File: src/rtl/sweep_pkg.sv
// -----------------------------------------------------------------------------
// sweep_pkg
// Shared types and helpers for the exhaustive sweep capture engine.
//   mode_e      : vector ordering selected at start
//   state_e     : sweep FSM states
//   LFSR_TAPS   : maximal-length Fibonacci tap masks, indexed by width 2..16
//   next_vector : successor vector for a given ordering
// -----------------------------------------------------------------------------
package sweep_pkg;

  typedef enum logic [1:0] {
    MODE_BIN  = 2'd0,
    MODE_GRAY = 2'd1,
    MODE_LFSR = 2'd2,
    MODE_RSVD = 2'd3
  } mode_e;

  typedef enum logic [2:0] {
    ST_IDLE   = 3'd0,
    ST_DRIVE  = 3'd1,
    ST_SAMPLE = 3'd2,
    ST_LOG    = 3'd3,
    ST_DONE   = 3'd4
  } state_e;

  // Tap masks for a left-shifting Fibonacci LFSR whose feedback bit is the
  // XOR of the masked state, inserted at bit 0. Entries 0 and 1 are unused.
  localparam logic [15:0] LFSR_TAPS [0:16] = '{
    16'h0000, 16'h0000, 16'h0003, 16'h0006, 16'h000C, 16'h0014,
    16'h0030, 16'h0060, 16'h00B8, 16'h0110, 16'h0240, 16'h0500,
    16'h0829, 16'h100D, 16'h2015, 16'h6000, 16'hD008
  };

  // Vector for sweep index idx. For LFSR ordering the result is derived from
  // the current vector lfsr instead: 0 is followed by the seed 1, and every
  // nonzero state steps the register once.
  function automatic logic [15:0] next_vector(
    input mode_e       mode,
    input logic [15:0] idx,
    input logic [15:0] lfsr,
    input logic [4:0]  width
  );
    logic [15:0] mask;
    logic [15:0] res;
    logic        fb;
    mask = 16'hFFFF >> (5'd16 - width);
    fb   = ^(lfsr & LFSR_TAPS[width]);
    case (mode)
      MODE_GRAY: res = idx ^ (idx >> 1);
      MODE_LFSR: begin
        if (lfsr == 16'h0000) begin
          res = 16'h0001;
        end else begin
          res = {lfsr[14:0], fb};
        end
      end
      default:   res = idx;
    endcase
    return res & mask;
  endfunction

endpackage

File: src/rtl/sweep_misr.sv
// -----------------------------------------------------------------------------
// sweep_misr
// Multiple-input signature register folding each sampled response into sig.
//   clk, rst_n : clock, asynchronous active-low reset
//   clr        : synchronous clear (start of a sweep), wins over en
//   en         : fold resp into the signature this cycle
//   resp       : N_OUT-bit response, zero-extended to SIG_W
//   sig        : current signature
// -----------------------------------------------------------------------------
module sweep_misr
  import sweep_pkg::*;
#(
  parameter int unsigned SIG_W    = 16,
  parameter logic [31:0] SIG_POLY = 32'h0000_1021,
  parameter int unsigned N_OUT    = 1
) (
  input  logic             clk,
  input  logic             rst_n,
  input  logic             clr,
  input  logic             en,
  input  logic [N_OUT-1:0] resp,
  output logic [SIG_W-1:0] sig
);

  localparam logic [SIG_W-1:0] POLY = SIG_POLY[SIG_W-1:0];

  logic [SIG_W-1:0] sig_r;
  logic [SIG_W-1:0] resp_ext_s;
  logic [SIG_W-1:0] fb_s;

  // Zero-extend the response and select the feedback term from the MSB.
  always_comb begin
    resp_ext_s = '0;
    resp_ext_s[N_OUT-1:0] = resp;
    if (sig_r[SIG_W-1]) begin
      fb_s = POLY;
    end else begin
      fb_s = '0;
    end
  end

  // Signature register.
  always_ff @(posedge clk or negedge rst_n) begin
    if (!rst_n) begin
      sig_r <= '0;
    end else if (clr) begin
      sig_r <= '0;
    end else if (en) begin
      sig_r <= (sig_r << 1) ^ fb_s ^ resp_ext_s;
    end else begin
      sig_r <= sig_r;
    end
  end

  assign sig = sig_r;

endmodule

File: src/rtl/sweep_capture_engine.sv
// -----------------------------------------------------------------------------
// sweep_capture_engine
// Drives every 2^N_IN stimulus vector into a device under test, samples its
// response after SETTLE cycles, streams (stim, resp) records over a
// valid/ready log port and compresses all responses into a MISR signature.
//
// Ports
//   CK, reset         : clock (rising edge), asynchronous active-low reset
//   start, abort      : begin a sweep when idle / end a sweep early
//   mode              : 0 binary, 1 Gray, 2 LFSR, 3 binary; latched at start
//   stim, resp        : vector to the DUT / its response
//   log_valid/ready   : record handshake; log_stim/log_resp hold the record
//   busy, done        : sweep in progress / one-cycle end-of-sweep pulse
//   aborted           : last sweep ended by abort (sticky until next start)
//   vec_count         : records accepted in the current or last sweep
//   sig               : MISR signature
//
// Build option SWEEP_FIRST_HIT_EN adds hit_seen/hit_stim, which capture the
// stimulus of the first sampled response with any bit set.
// -----------------------------------------------------------------------------
module sweep_capture_engine
  import sweep_pkg::*;
#(
  parameter int unsigned N_IN     = 8,
  parameter int unsigned N_OUT    = 1,
  parameter int unsigned SETTLE   = 1,
  parameter int unsigned SIG_W    = 16,
  parameter logic [31:0] SIG_POLY = 32'h0000_1021
) (
  input  logic             CK,
  input  logic             reset,
  input  logic             start,
  input  logic             abort,
  input  logic [1:0]       mode,
  output logic [N_IN-1:0]  stim,
  input  logic [N_OUT-1:0] resp,
  output logic             log_valid,
  input  logic             log_ready,
  output logic [N_IN-1:0]  log_stim,
  output logic [N_OUT-1:0] log_resp,
  output logic             busy,
  output logic             done,
  output logic             aborted,
  output logic [N_IN:0]    vec_count,
  output logic [SIG_W-1:0] sig
`ifdef SWEEP_FIRST_HIT_EN
  ,
  output logic             hit_seen,
  output logic [N_IN-1:0]  hit_stim
`endif
);

  localparam int unsigned CNT_W = (SETTLE > 1) ? $clog2(SETTLE) : 1;
  localparam logic [CNT_W-1:0] SETTLE_LAST = CNT_W'(SETTLE - 1);
  localparam logic [N_IN:0]    SWEEP_LEN   = {1'b1, {N_IN{1'b0}}};

  state_e             state_r;
  mode_e              mode_r;
  logic [CNT_W-1:0]   settle_cnt_r;
  logic [N_IN-1:0]    stim_r;
  logic               log_valid_r;
  logic [N_IN-1:0]    log_stim_r;
  logic [N_OUT-1:0]   log_resp_r;
  logic               busy_r;
  logic               done_r;
  logic               aborted_r;
  logic [N_IN:0]      vec_count_r;
`ifdef SWEEP_FIRST_HIT_EN
  logic               hit_seen_r;
  logic [N_IN-1:0]    hit_stim_r;
`endif

  logic [N_IN:0]      next_idx_s;
  logic [N_IN-1:0]    next_stim_s;
  logic               last_s;
  logic               misr_clr_s;
  logic               misr_en_s;

  // Successor vector, last-vector detect and MISR control.
  always_comb begin
    next_idx_s  = vec_count_r + 1'b1;
    last_s      = (next_idx_s == SWEEP_LEN);
    next_stim_s = N_IN'(next_vector(mode_r, 16'(next_idx_s), 16'(stim_r), 5'(N_IN)));
    if ((state_r == ST_IDLE) && start) begin
      misr_clr_s = 1'b1;
    end else begin
      misr_clr_s = 1'b0;
    end
    // An abort during SAMPLE cancels the capture, including the MISR fold.
    if ((state_r == ST_SAMPLE) && !abort) begin
      misr_en_s = 1'b1;
    end else begin
      misr_en_s = 1'b0;
    end
  end

  // Sweep FSM with all outputs registered.
  always_ff @(posedge CK or negedge reset) begin
    if (!reset) begin
      state_r      <= ST_IDLE;
      mode_r       <= MODE_BIN;
      settle_cnt_r <= '0;
      stim_r       <= '0;
      log_valid_r  <= 1'b0;
      log_stim_r   <= '0;
      log_resp_r   <= '0;
      busy_r       <= 1'b0;
      done_r       <= 1'b0;
      aborted_r    <= 1'b0;
      vec_count_r  <= '0;
`ifdef SWEEP_FIRST_HIT_EN
      hit_seen_r   <= 1'b0;
      hit_stim_r   <= '0;
`endif
    end else begin
      done_r <= 1'b0;
      case (state_r)
        ST_IDLE: begin
          if (start) begin
            state_r      <= ST_DRIVE;
            mode_r       <= mode_e'(mode);
            settle_cnt_r <= '0;
            stim_r       <= '0;
            busy_r       <= 1'b1;
            aborted_r    <= 1'b0;
            vec_count_r  <= '0;
`ifdef SWEEP_FIRST_HIT_EN
            hit_seen_r   <= 1'b0;
            hit_stim_r   <= '0;
`endif
          end
        end
        ST_DRIVE: begin
          if (abort) begin
            state_r   <= ST_DONE;
            busy_r    <= 1'b0;
            done_r    <= 1'b1;
            aborted_r <= 1'b1;
          end else if (settle_cnt_r == SETTLE_LAST) begin
            state_r <= ST_SAMPLE;
          end else begin
            settle_cnt_r <= settle_cnt_r + 1'b1;
          end
        end
        ST_SAMPLE: begin
          if (abort) begin
            state_r   <= ST_DONE;
            busy_r    <= 1'b0;
            done_r    <= 1'b1;
            aborted_r <= 1'b1;
          end else begin
            state_r     <= ST_LOG;
            log_stim_r  <= stim_r;
            log_resp_r  <= resp;
            log_valid_r <= 1'b1;
`ifdef SWEEP_FIRST_HIT_EN
            if (!hit_seen_r && (|resp)) begin
              hit_seen_r <= 1'b1;
              hit_stim_r <= stim_r;
            end
`endif
          end
        end
        ST_LOG: begin
          if (log_ready) begin
            // Handshake completes even when abort arrives in the same cycle.
            log_valid_r <= 1'b0;
            vec_count_r <= next_idx_s;
            if (last_s || abort) begin
              state_r   <= ST_DONE;
              busy_r    <= 1'b0;
              done_r    <= 1'b1;
              aborted_r <= abort && !last_s;
            end else begin
              state_r      <= ST_DRIVE;
              stim_r       <= next_stim_s;
              settle_cnt_r <= '0;
            end
          end else if (abort) begin
            // Pending record is dropped.
            log_valid_r <= 1'b0;
            state_r     <= ST_DONE;
            busy_r      <= 1'b0;
            done_r      <= 1'b1;
            aborted_r   <= 1'b1;
          end
        end
        ST_DONE: begin
          state_r <= ST_IDLE;
        end
        default: begin
          state_r     <= ST_IDLE;
          busy_r      <= 1'b0;
          log_valid_r <= 1'b0;
        end
      endcase
    end
  end

  sweep_misr #(
    .SIG_W    (SIG_W),
    .SIG_POLY (SIG_POLY),
    .N_OUT    (N_OUT)
  ) u_misr (
    .clk   (CK),
    .rst_n (reset),
    .clr   (misr_clr_s),
    .en    (misr_en_s),
    .resp  (resp),
    .sig   (sig)
  );

  assign stim      = stim_r;
  assign log_valid = log_valid_r;
  assign log_stim  = log_stim_r;
  assign log_resp  = log_resp_r;
  assign busy      = busy_r;
  assign done      = done_r;
  assign aborted   = aborted_r;
  assign vec_count = vec_count_r;
`ifdef SWEEP_FIRST_HIT_EN
  assign hit_seen  = hit_seen_r;
  assign hit_stim  = hit_stim_r;
`endif

endmodule

File: config.mk
export PLATFORM = sky130hd
export DESIGN_NAME = sweep_capture_engine
export DESIGN_NICKNAME = d
export VERILOG_FILES = /design/src/rtl/sweep_pkg.sv /design/src/rtl/sweep_misr.sv /design/src/rtl/sweep_capture_engine.sv
export SDC_FILE = /design/constraint.sdc
export NUM_CORES = 1
export LEC_CHECK = 0
export BUFFER_PORTS_ARGS = -buffer_cell sky130_fd_sc_hd__buf_2
export CORE_ASPECT_RATIO = 0.6
export CORE_UTILIZATION = 35
export CTS_CLUSTER_DIAMETER = 60
export DETAILED_ROUTE_END_ITERATION = 6
export HOLD_SLACK_MARGIN = 0.12
export PLACE_DENSITY = 0.6
export SLEW_MARGIN = 20
export SYNTH_ARGS = -nofsm -noshare
export SYNTH_HDL_FRONTEND = slang
export SYNTH_SLANG_ARGS = --single-unit
export TNS_END_PERCENT = 1
File: constraint.sdc
create_clock -name CK -period 3 [get_ports CK]
set_input_delay 0.45 -clock CK [delete_from_list [all_inputs] [get_ports CK]]
set_output_delay 0.45 -clock CK [all_outputs]
set_load 0.02 [all_outputs]
# Word-level counts from Yosys, hierarchy flattened
# Index checks and enable logic that the tools add are counted.
# word_totals
mem_bits_rw	0
latchBits	0
ff_bits	52
memories	0
rom_bits	0
# classes
mux	45
n_eq_ne	15
n_mul	0
shifts	0
magnitude_cmp	0
add_sub_neg	2
n_bitwise	6
n_div	0
n_reduce_logical	24
# ops
operator	count
$mux 16	2
$mux 8	4
$pmux 8 s2	2
$mux 3	7
$mux 1	20
$mux 9	2
$pmux 9 s2	1
$reduce_xor 16->1	1
$xor 16x1->16	1
$xor 16x16->16	1
$reduce_and 3->1	5
$mux 13	1
$pmux 3 s4	1
$ne 2x2->1 const B	5
$add 9x1->9 const B	1
$eq 9x9->1 const B	1
$ne 3x3->1 const B	3
$pmux 1 s3	3
$logic_not 8->1	1
$xor 8x8->8	1
$eq 3x2->1 const B	2
$reduce_bool 3->1	2
$reduce_and 5->1	1
$pmux 1 s4	1
16 further kinds	23

# Longest topological paths before layout
# logic_depth
depth_word	7
depth_mapped	12
depth_no_buf	10

# Hierarchy
# A second synthesis with hierarchy kept.
# unflattened
cells_unflattened	274
area_unflattened_um2	2821.5
# by_module_without_submodules
mod	area_per_inst_um2	n_inst	cells_each
sweep_capture_engine	2120.8	1	219
sweep_misr	700.7	1	55

# Least setup slack after synthesis
# No wires, ideal clock.
# synth_path
path_kind	register to register
from	register vec_count_r[0] (netlist: vec_count[0])
to	register stim_r[6] (netlist: stim[6])
path_stages_with_launch	12
t_required_ns	2.875
setup_slack_ns	0.221
synth_period_minus_slack_ns	2.779
arrival_ns	2.654
path_buffers	1
cell_sequence	dfrtp_1 -> ha_1 -> buf_2 -> and4_1 -> nand2_1 -> xnor2_1 -> ha_1 -> nand4_1 -> or4_4 -> nand3_2 -> nand2_2 -> mux2_4
# synth_via
elab_chain_cells	6
elab_cells_between_ends	10
# synth_lines
item	line_no	rtl
start: declaration	sweep_capture_engine.sv:67	logic [N_IN:0] vec_count_r;
start signal: assignment	sweep_capture_engine.sv:168	vec_count_r <= next_idx_s;
$add 9x1->9 (*)	sweep_capture_engine.sv:81	next_idx_s = vec_count_r + 1'b1;
$xor 8x8->8	sweep_pkg.sv:49	MODE_GRAY: res = idx ^ (idx >> 1);
$pmux 8 s2	sweep_pkg.sv:48	case (mode)
$mux 8	sweep_capture_engine.sv:169	if (last_s || abort) begin
$mux 8	sweep_capture_engine.sv:165	if (log_ready) begin
$pmux 8 s2	sweep_capture_engine.sv:117	case (state_r)
end signal: assignment	sweep_capture_engine.sv:176	stim_r <= next_stim_s;
end: declaration	sweep_capture_engine.sv:60	logic [N_IN-1:0] stim_r;
# Mark *: on every way between the ends. The rest lies on a longest branch, timed or not. The select of a mux whose other input is x is not followed.
# A chain may end at the register's enable or synchronous reset.

# Worst setup path in the final report
# Same ends and word-level chain as after synthesis.

==> results.md <==
* Most common cell after layout, fill and taps aside: buf_2
* FMAX at about 360 MHz
* Crit path top cell by count: ha_1
* Clock network power share at 28.7%
* VDD IR-drop max at between 0.5 and 0.6 mV
* Number of global-route vias before repair at ~2.1k
* Leak at 0.001652 µW
* Cts hold-fix bufs at 0
* Post-Route Utilization at a little under half
* Crit path from: vec_count[0]
* Post-CTS setup buffer count at 0
* NumNets Final at 330
* CP Capture Type: flip-flop
* Area Growth Syn to Fin at 22.95%
* Cells along the critical path: ha_1 > and4_1 > nand2_1 > xnor2_1 > ha_1 > nand4_1 > or4_4 > nand3_4 > nand2_2 > mux2_4
* IO Pins at 54
* Starting Density at 36.91%
* Largest net degree at the start of global routing at 34
* Vias at 2256
* Antenna viol nets, final at 0
* Ant diodes at 0
* Worst path bufs/invs at 0
* Max FO, Critical Path at 15
* Share of power burned in registers at 36.3%
* Ys async rst share at 100.0%
* Post-Syn Area per Cell at approximately 11 µm²
* Initial antenna violation count at 0
* Worst clock skew at 4.555 ps
* Worst EP required at 3180 ps
* Global-route wire length before repair at 11.16 mm
* CP max stage cell: or4_4
* Sink Count at 51
* Post-synthesis cell count at 259
* Worst-Skew Late Latency at 290 ps
* RSZ-0062 raised after global routing: false
* Final Cycle Share at 91.44%
* TritonRoute pass-1 iters at 4
* M3 GR Usage at 5.556%
* CTS tree: built
* CTS root buffer: clkbuf_16
* Kind of cell adding the most delay to the critical path: simple AND/OR/NAND/NOR gates
* Actual slew at the worst max-slew pin at 486.7 ps
* Most used routing layer: met1
* Number of synthesized flops with an enable pin at 0
* P_sw at 943.0 µW
* Internal power at 1613 µW
* Routing usage on met1 at 28.20%
* Final setup vio count at 0
* Fin Setup TNS at 0 ps
* DRC Markers at 0
* Outcome: complete, no violations
* Drt initial violations at 147
* Synth unique cells at 55
* Proportion of layout cells with a drive suffix above 1 at 32.28%
* Avg WL per Cell at 15.87 µm
* Clock tree buffer depth at 2
* Crit path time final at about 2700 ps
* Total CTS buffers at 5
* WP data arrival at about 2900 ps
* Syn nets at roughly 270
* Yosys reg bits at 51
* Power Density at 762.5 nW/µm²
* Fillcell total at 744
* CTS resizes at 0
* Max-slew violations at 0
* Met2 Resource Use GR at a little under a quarter
* Gr usage total at 17.83%
* Final WL at 6.666 mm
* Ys flop type: dfrtp_1
* Overflow after GRT at 0
* Worst reg2reg path startpoint: vec_count[0]
* Port Buffers at 53
* Row count at 24
* Worst-path clk slew at roughly 70 ps
* Seq/Total Area, Yosys at between 40% and 50%
* Most frequent cells in the layout: 53 x buf_2, 51 x dfrtp_1, 17 x o21ai_0, 16 x a22o_1, 15 x buf_4
* Worst hold slack at 110.1 ps
* Die X at 115.9 µm
* Slew HR at ~67%
* Max-Cap Viols at 0
* Sw Share at 36.89%
* H-tree levels at 2
* DIE AREA at 8158 µm²
* Routability Congestion at 0.8343
* Final hold vios at 0
* Combinational share of power at 35.0%
* HPWL after DPL at between 4 and 5 mm
* Vias per cell at 5.371
* Synth warn at 0
* CP Class: flip-flop to flip-flop
* Max stage delay on crit path at around 520 ps
* CP Launch Type: flip-flop
* HP Class: input pin to async pin
* Die Height at slightly above 70 µm
* Core Area at 7387 µm²
* Synth Cell Area at 2726 µm²
-- flip-flops by register name, summed over array words and instances (netlist names), 2 cells and up --
register and count:
vec_count 9, u_misr.sig 16, log_stim 8, mode_r 2, state_r 3, stim 8
-- power groups by stage --
| stage | sequential (µW) | clock, µW | combinational [µW] |
|---|---|---|---|
| CTS | 928 | 756 | 894 |
| floorplan | 999 | 0 | 555 |
| global route | 949 | 779 | 996 |
| global placement | 932 | 0 | 884 |
| finish | 927 | 733 | 895 |
| detailed placement | 939 | 0 | 892 |
-- synth_stat cells (all sizes together), types with 2 or more instances --
| cell | number | area (µm²) |
|---|---|---|
| nor2 | 13 | 48.80 |
| o211ai | 4 | 30.03 |
| inv | 8 | 30.03 |
| nand3b | 2 | 18.77 |
| a21oi | 7 | 35.03 |
| nand3 | 15 | 80.08 |
| a22o | 16 | 140.1 |
| xnor2 | 7 | 61.31 |
| mux2i | 3 | 30.03 |
| nor3b | 4 | 30.03 |
| nor2b | 3 | 18.77 |
| a221oi | 4 | 35.03 |
| nor3 | 3 | 25.02 |
| mux2 | 12 | 138.9 |
| a31o | 3 | 26.28 |
| nand2 | 15 | 58.81 |
| ha | 7 | 87.58 |
| dfrtp | 51 | 1276 |
| clkbuf | 8 | 30.03 |
| a211oi | 2 | 15.01 |
| o21ai | 17 | 85.08 |
| and4 | 2 | 17.52 |
| nand4 | 3 | 33.78 |
| o41ai | 4 | 35.03 |
| xor2 | 5 | 43.79 |
| and2 | 2 | 12.51 |
| nand2b | 3 | 18.77 |
| o31ai | 2 | 15.01 |
| buf | 11 | 65.05 |
| nor4 | 3 | 18.77 |
| a311oi | 2 | 17.52 |
| and3 | 3 | 23.77 |
| a31oi | 3 | 18.77 |
-- final timing paths --
check | end | slack, ps | cells past startpoint
max reg2reg | stim[6] | 260 | 10
max | stim[6] | 260 | 10
min in group CK | mode_r[0] | 380 | 2
min reg2reg | log_stim[3] | 510 | 1
max in group asynchronous | u_misr.sig[2] | 2080 | 2
min | busy | 110 | 1
-- worst reg2reg max path, delay by kind of cell, from the launching register on --
kind / cells / cell delay, ps
flip-flops: 1 / 470
adder cells (fa/ha/maj): 2 / 440
AND/OR/NAND/NOR: 6 / 1220
multiplexers: 1 / 300
XOR/XNOR: 1 / 200
-- through the flow --
stage / setup slack, ps / area (µm²) / power (µW) / cells
2_1_floorplan: 220.6 / 2726 / 1554 / 259
3_3_place_gp: 245.7 / 3146 / 1816 / 412
3_5_place_dp: 192.0 / 3146 / 1831 / 412
4_1_cts: 181.8 / 3338 / 2578 / 420
5_1_grt: 26.25 / 3352 / 2725 / 420
6_report: 256.7 / 3352 / 2556 / 420
-- area by class of cell --
class	count	area (µm²)	share of cell area, %
Multi-Input combinational cell	181	1345	40.13
Sequential cell	51	1276	38.07
Timing Repair Buffer	68	377.9	11.27
Tap cell	104	130.1	3.882
Clock buffer	5	125.1	3.733
Clock inverter	3	67.56	2.016
Inverter	8	30.03	0.8959
-- metal layers --
layer / share of wire, % / routed length [µm] / vias to the layer above
met5: 0 / 0 / -
met4: 0.63 / 42 / 0
met3: 6.9 / 458 / 4
met2: 41 / 2716 / 73
met1: 52 / 3449 / 1102
li1: - / - / 1077
-- cells by family after synthesis --
group	after synthesis	synth area share, %
AND/OR/NAND/NOR	74	15.83
AO/OA/AOI/OAI	73	19.50
flip-flops	51	46.81
buffers and inverters	27	4.589
multiplexers	15	6.195
XOR/XNOR	12	3.855
adder cells (fa/ha/maj)	7	3.212
No activity file was read; power rests on OpenSTA's default activity.
